===== src/rtl/muldiv_pkg.sv =====
// muldiv_pkg: shared op encodings, FSM states and op-decode helpers for the RV32M unit
package muldiv_pkg;
  typedef enum logic [2:0] {
    OP_MUL    = 3'd0,
    OP_MULH   = 3'd1,
    OP_MULHSU = 3'd2,
    OP_MULHU  = 3'd3,
    OP_DIV    = 3'd4,
    OP_DIVU   = 3'd5,
    OP_REM    = 3'd6,
    OP_REMU   = 3'd7
  } op_e;

  typedef enum logic [1:0] {IDLE, CALC, FIX, DONE} state_e;

  function automatic logic is_div(input logic [2:0] op);
    return op[2];
  endfunction

  function automatic logic is_signed_a(input logic [2:0] op);
    return op == OP_MULH || op == OP_MULHSU || op == OP_DIV || op == OP_REM;
  endfunction

  function automatic logic is_signed_b(input logic [2:0] op);
    return op == OP_MULH || op == OP_DIV || op == OP_REM;
  endfunction

  function automatic logic wants_high(input logic [2:0] op);
    return !(op == OP_MUL || op == OP_DIV || op == OP_DIVU);
  endfunction
endpackage


===== src/rtl/muldiv_step.sv =====
// muldiv_step: one combinational shift-add (multiply) or restoring shift-subtract (divide) iteration
module muldiv_step #(
  parameter int XLEN = 32
) (
  input  logic            div,
  input  logic [XLEN-1:0] hi,
  input  logic [XLEN-1:0] lo,
  input  logic [XLEN-1:0] b,
  output logic [XLEN-1:0] hi_n,
  output logic [XLEN-1:0] lo_n
);
  logic [XLEN:0] sum, shl, dif;

  assign sum  = {1'b0, hi} + (lo[0] ? {1'b0, b} : '0);
  assign shl  = {hi, lo[XLEN-1]};
  assign dif  = shl - {1'b0, b};
  assign hi_n = div ? (dif[XLEN] ? shl[XLEN-1:0] : dif[XLEN-1:0]) : sum[XLEN:1];
  assign lo_n = div ? {lo[XLEN-2:0], ~dif[XLEN]} : {sum[0], lo[XLEN-1:1]};
endmodule


===== src/rtl/muldiv_unit.sv =====
// muldiv_unit: iterative RV32M multiply/divide unit with valid/ready issue and tagged result
module muldiv_unit
  import muldiv_pkg::*;
#(
  parameter int XLEN           = 32,
  parameter int BITS_PER_CYCLE = 1
) (
  input  logic            clk_i,
  input  logic            rst_i,
  input  logic            flush_i,
  input  logic            valid_i,
  input  logic [2:0]      op_i,
  input  logic [XLEN-1:0] rs1_i,
  input  logic [XLEN-1:0] rs2_i,
  input  logic [4:0]      rd_i,
  output logic            ready_o,
  output logic            busy_o,
  output logic            done_o,
  output logic [XLEN-1:0] result_o,
  output logic [4:0]      rd_o
);
  localparam int ITER = XLEN / BITS_PER_CYCLE;
  localparam int CW   = $clog2(ITER + 1);
  localparam logic [XLEN-1:0] MIN_VAL = {1'b1, {(XLEN-1){1'b0}}};

  if (!(BITS_PER_CYCLE inside {1, 2, 4}) || (XLEN % BITS_PER_CYCLE) != 0) begin : g_bad_cfg
    $error("BITS_PER_CYCLE must be 1, 2 or 4 and divide XLEN");
  end

  state_e          state;
  logic [CW-1:0]   cnt;
  logic [XLEN-1:0] hi, lo, b;
  logic [2:0]      op;
  logic            neg;
  logic [4:0]      rd;
  logic [XLEN-1:0] hi_c [BITS_PER_CYCLE+1];
  logic [XLEN-1:0] lo_c [BITS_PER_CYCLE+1];

  assign hi_c[0] = hi;
  assign lo_c[0] = lo;

  for (genvar i = 0; i < BITS_PER_CYCLE; i++) begin : g_step
    muldiv_step #(.XLEN(XLEN)) u_step (
      .div  (is_div(op)),
      .hi   (hi_c[i]),
      .lo   (lo_c[i]),
      .b    (b),
      .hi_n (hi_c[i+1]),
      .lo_n (lo_c[i+1])
    );
  end

  logic            accept, a_neg, b_neg, div_zero, ovf;
  logic [XLEN-1:0] mag_a, mag_b, special_res, half, half_s, fix_res;
  logic [2*XLEN-1:0] full, full_s;

  assign accept      = valid_i & (state == IDLE) & ~flush_i;
  assign a_neg       = is_signed_a(op_i) & rs1_i[XLEN-1];
  assign b_neg       = is_signed_b(op_i) & rs2_i[XLEN-1];
  assign mag_a       = a_neg ? -rs1_i : rs1_i;
  assign mag_b       = b_neg ? -rs2_i : rs2_i;
  assign div_zero    = is_div(op_i) & (rs2_i == '0);
  assign ovf         = is_div(op_i) & is_signed_b(op_i) & (rs1_i == MIN_VAL) & (rs2_i == '1);
  assign special_res = div_zero ? (op_i[1] ? rs1_i : '1) : (op_i[1] ? '0 : rs1_i);
  assign full        = {hi, lo};
  assign full_s      = neg ? -full : full;
  assign half        = wants_high(op) ? hi : lo;
  assign half_s      = neg ? -half : half;
  assign fix_res     = is_div(op) ? half_s : (wants_high(op) ? full_s[2*XLEN-1:XLEN] : full_s[XLEN-1:0]);

  assign ready_o = state == IDLE;
  assign busy_o  = state != IDLE;
  assign done_o  = (state == DONE) & ~flush_i;

  always_ff @(posedge clk_i) begin
    if (rst_i) begin
      state    <= IDLE;
      cnt      <= '0;
      hi       <= '0;
      lo       <= '0;
      b        <= '0;
      op       <= '0;
      neg      <= 1'b0;
      rd       <= '0;
      result_o <= '0;
      rd_o     <= '0;
    end else begin
      case (state)
        IDLE: if (accept) begin
          op  <= op_i;
          rd  <= rd_i;
          cnt <= CW'(ITER);
          hi  <= '0;
          lo  <= is_div(op_i) ? mag_a : mag_b;
          b   <= is_div(op_i) ? mag_b : mag_a;
          neg <= (is_div(op_i) && op_i[1]) ? a_neg : a_neg ^ b_neg;
          if (div_zero || ovf) begin
            result_o <= special_res;
            rd_o     <= rd_i;
            state    <= DONE;
          end else begin
            state <= CALC;
          end
        end
        CALC: if (flush_i) begin
          state <= IDLE;
        end else begin
          hi  <= hi_c[BITS_PER_CYCLE];
          lo  <= lo_c[BITS_PER_CYCLE];
          cnt <= cnt - 1'b1;
          if (cnt == CW'(1)) state <= FIX;
        end
        FIX: if (flush_i) begin
          state <= IDLE;
        end else begin
          result_o <= fix_res;
          rd_o     <= rd;
          state    <= DONE;
        end
        DONE: state <= IDLE;
      endcase
    end
  end
endmodule


===== config.mk =====
export PLATFORM = sky130hd
export DESIGN_NAME = muldiv_unit
export DESIGN_NICKNAME = d
export VERILOG_FILES = /design/src/rtl/muldiv_pkg.sv /design/src/rtl/muldiv_step.sv /design/src/rtl/muldiv_unit.sv
export SDC_FILE = /design/constraint.sdc
export NUM_CORES = 1
export LEC_CHECK = 0
export BUFFER_PORTS_ARGS = -buffer_cell sky130_fd_sc_hd__buf_2
export CORE_ASPECT_RATIO = 0.8
export CORE_MARGIN = 4
export CORE_UTILIZATION = 55
export CTS_CLUSTER_DIAMETER = 120
export CTS_CLUSTER_SIZE = 10
export DETAILED_ROUTE_END_ITERATION = 10
export PLACE_DENSITY = 0.74
export SYNTH_ARGS = -nofsm -noshare
export SYNTH_HDL_FRONTEND = slang
export SYNTH_SLANG_ARGS = --single-unit

===== constraint.sdc =====
create_clock -name clk_i -period 5.6 [get_ports clk_i]
set_clock_uncertainty 0.05 [all_clocks]
set_input_delay 1.12 -clock clk_i [delete_from_list [all_inputs] [get_ports clk_i]]
set_output_delay 1.12 -clock clk_i [all_outputs]
set_load 0.005 [all_outputs]

==> summary.txt <==
Clocking
  • Clk slew on worst S/H paths: 0.07 ns
  • Clock Tree Buf Depth: 2
  • Buffer count from post-CTS setup fixing: 0
  • Number of buffers created by CTS: 17
  • Hold buffers post-CTS: 0
  • CTS tree: built
  • Clock latency at the later pin of the worst-skew pair: 0.45 ns
  • H-tree Lvls: 4
  • Root buf cell: clkbuf_16
  • CTS Sinks: 150
  • Post-CTS resize count: 0

Power
  • Tot Pwr: 0.00368 W
  • P_leak: around 6.7 nW
  • PwrDens: 212 nW/µm²
  • Worst IR drop on VDD: 0.228 mV

Critical path
  • WP data arrival: 4.96 ns
  • Startpoint Class: register
  • Slowest CP cell: nand2_1
  • Worst EP required: 5.88 ns
  • Critical path class: register to register
  • CP endpoint kind: register
  • CP Cell Sequence: inv_1 > ha_1 > fa_1 > nand2b_1 > a21o_1 > a2111oi_0 > buf_4 > o211ai_1 > nand3_1 > mux2_2 > nand2_1 > o21ai_0 > a221o_1
  • CP max FO: 16
  • Max incr delay on CP: 0.67 ns
  • FF-to-FF path depth: 13

Global routing
  • Antenna violations before repair: 3
  • First-pass GRT wire length: 102000 µm
  • All-Layer GR Usage: 0.399
  • Total gr overflow: 0
  • Pin count of the biggest net entering global routing: 84
  • Number of global-route vias before repair: 16.4k

Floorplan
  • Die Ht: 162 µm
  • FP Rows: 56
  • Die area: 32400 µm²
  • Core box area: slightly below 30000 µm²
  • Chip width: 200 µm
  • Starting Density: 0.557
  • I/O pins: 116

Logic synthesis
  • Largest area contributor in the netlist: dfxtp_1
  • Synth Warn #: 0
  • Post-synthesis sequential area ratio: 0.184
  • Yosys top cell area share: 0.184
  • Primary FF master, synth: dfxtp_1
  • Number of synthesized flops with an enable pin: 0
  • Synth Instances: 2271
  • Post-synthesis cell area: 16300 µm²
  • Asr flop ratio synth: 0
  • #FFs+latches synth: 150
  • Top cells by area, synth: dfxtp_1 (18%), nor2_1 (6.0%), xor2_1 (5.9%)
  • Syn_area_per_cell: around 7 µm²
  • Synth unique cells: 89
  • Synthesized net count: 2420

Finish
  • Share of layout cells above drive strength 1: 0.107
  • Antenna Cells: 0
  • Synth-to-Final Area Change: 6.74%
  • Net count, final: around 2.4k
  • Fillers: 2867

Timing
  • Slew @ Worst Pin: 1.14 ns
  • Crit path time final: approximately 4.7 ns
  • Slew headroom: 0.240
  • Fmax achieved: roughly 210 MHz
  • Fin. max-slew vios: 0
  • RSZ-0062 raised after global routing: false
  • Final setup vio count: 0
  • Final Hold Violating Endpoints: 0
  • Setup TNS: 0 ns
  • Crit share post-route: 0.836
  • Hold_ws: 0.406 ns

Detailed routing
  • Remaining DRCs: 0
  • DRT Wirelength: between 60000 and 70000 µm
  • Vias per inst: 6.92
  • Routed WL per cell: 25.6 µm
  • Pre-antenna DRT Iters: 6
  • DR iter-0 viols: 2583
  • Antenna-violating nets left: 0
  • DR vias: 18.3k

Min path
  • Hold Path Depth: 2
  • Hold Crit Class: register to register

Run status
  • Status: complete, no violations

Placed design
  • DP Wirelength: just over 50000 µm
  • RePlAce Congestion: 1.05
  • Port Buffers: between 100 and 150

Run
  • Max Cap Viol: 0
[sequential cells by signal, summed over array words and instances, names as in the netlist]
name	flops
op	3
hi	32
lo	32
rd	5
result_o	32
cnt	6
rd_o	5
neg	1
b	32
state	2
[per-layer routing]
| metal | up-vias | global-route usage | wire (µm) |
|---|---|---|---|
| li1 | 8270 | - | - |
| met1 | 8666 | 0.580 | 29100 |
| met2 | 1195 | 0.566 | 27100 |
| met3 | 186 | 0.0928 | 8380 |
| met4 | 4 | 0.164 | 3150 |
| met5 | - | 0 | 23 |
[placed cells by master (no fill, tap or decap), drive strengths merged, types with 32 or more instances in the layout]
master	n
ha	71
inv	76
or3	32
o211ai	40
xnor2	81
a21oi	180
o31ai	33
nor2	260
nor3	81
nand2	217
dfxtp	150
xor2	110
o21ai	165
buf	156
mux2i	89
a211oi	53
[cells in the mapped netlist (all sizes together) (5+ instances only)]
library cell / instances
a2111oi: 7
a211o: 6
a211oi: 53
a21boi: 6
a21o: 25
a21oi: 180
a221o: 5
a221oi: 14
a22o: 8
a22oi: 12
a311oi: 19
a31oi: 29
and2: 6
and3: 7
buf: 44
clkbuf: 141
dfxtp: 150
ha: 71
inv: 66
maj3: 28
mux2: 13
mux2i: 89
nand2: 217
nand2b: 17
nand3: 31
nand4: 20
nor2: 260
nor2b: 14
nor3: 81
nor4: 31
o2111ai: 8
o211ai: 40
o21a: 12
o21ai: 165
o21bai: 10
o22ai: 11
o31ai: 33
o41ai: 28
or2: 12
or3: 32
or4: 23
xnor2: 81
xor2: 110
[area by class of cell]
class                      count  area, µm²  share of cell area
multi-input combinational   1867      12200               0.701
timing repair buffer         156        886              0.0510
sequential                   150       3010               0.173
clock buffer                  17        425              0.0245
tap                          377        472              0.0271
inverter                      67        251              0.0145
clock inverter                15        159             0.00914
[worst paths after layout]
| path | from | endpoint | slack (ns) |
|---|---|---|---|
| max | lo[31] | hi[0] | 0.92 |
| min | op[0] | op[0] | 0.41 |
| max reg2reg | lo[31] | hi[0] | 0.92 |
| min reg2reg | op[0] | op[0] | 0.41 |
[per-stage QoR]
step	cell area (µm²)	worst slack, ns	instances	util
final	17400	0.918	2649	0.595
after global routing	17400	0.824	2649	0.595
after CTS	17400	1.09	2649	0.595
after detailed placement	16800	1.09	2617	0.575
after global placement	16800	1.20	2617	0.575
after floorplan	16300	1.32	2271	-
[cells by family (layout without fill, tap and decap cells)]
logic type | Yosys count | after routing | share of synthesized area
compound gates | 699 | 699 | 0.278
fa+ha+maj | 101 | 101 | 0.0742
mux | 102 | 102 | 0.0637
xor+xnor | 191 | 191 | 0.103
buf+inv | 254 | 255 | 0.0701
flops | 150 | 150 | 0.184
simple gates | 774 | 774 | 0.227
[worst max-delay path, delay by kind of cell, from the launching register on]
family                     cells  cell delay [ns]
adders and majority gates      2             0.66
and+or+nand+nor                3             1.16
buffers and inverters          2             0.42
DFF                            1             0.52
AOI/OAI and AO/OA              5             1.26
muxes                          1             0.48
[power breakdown]
part / internal [W] / leakage (nW) / switching (W)
sequential: 0.00111 / 1.22 / 0.0000840
combinational: 0.000439 / 5.23 / 0.000846
clock: 0.000600 / 0.282 / 0.000597
total: 0.00215 / 6.74 / 0.00153
(Power assumes the default switching activity.)
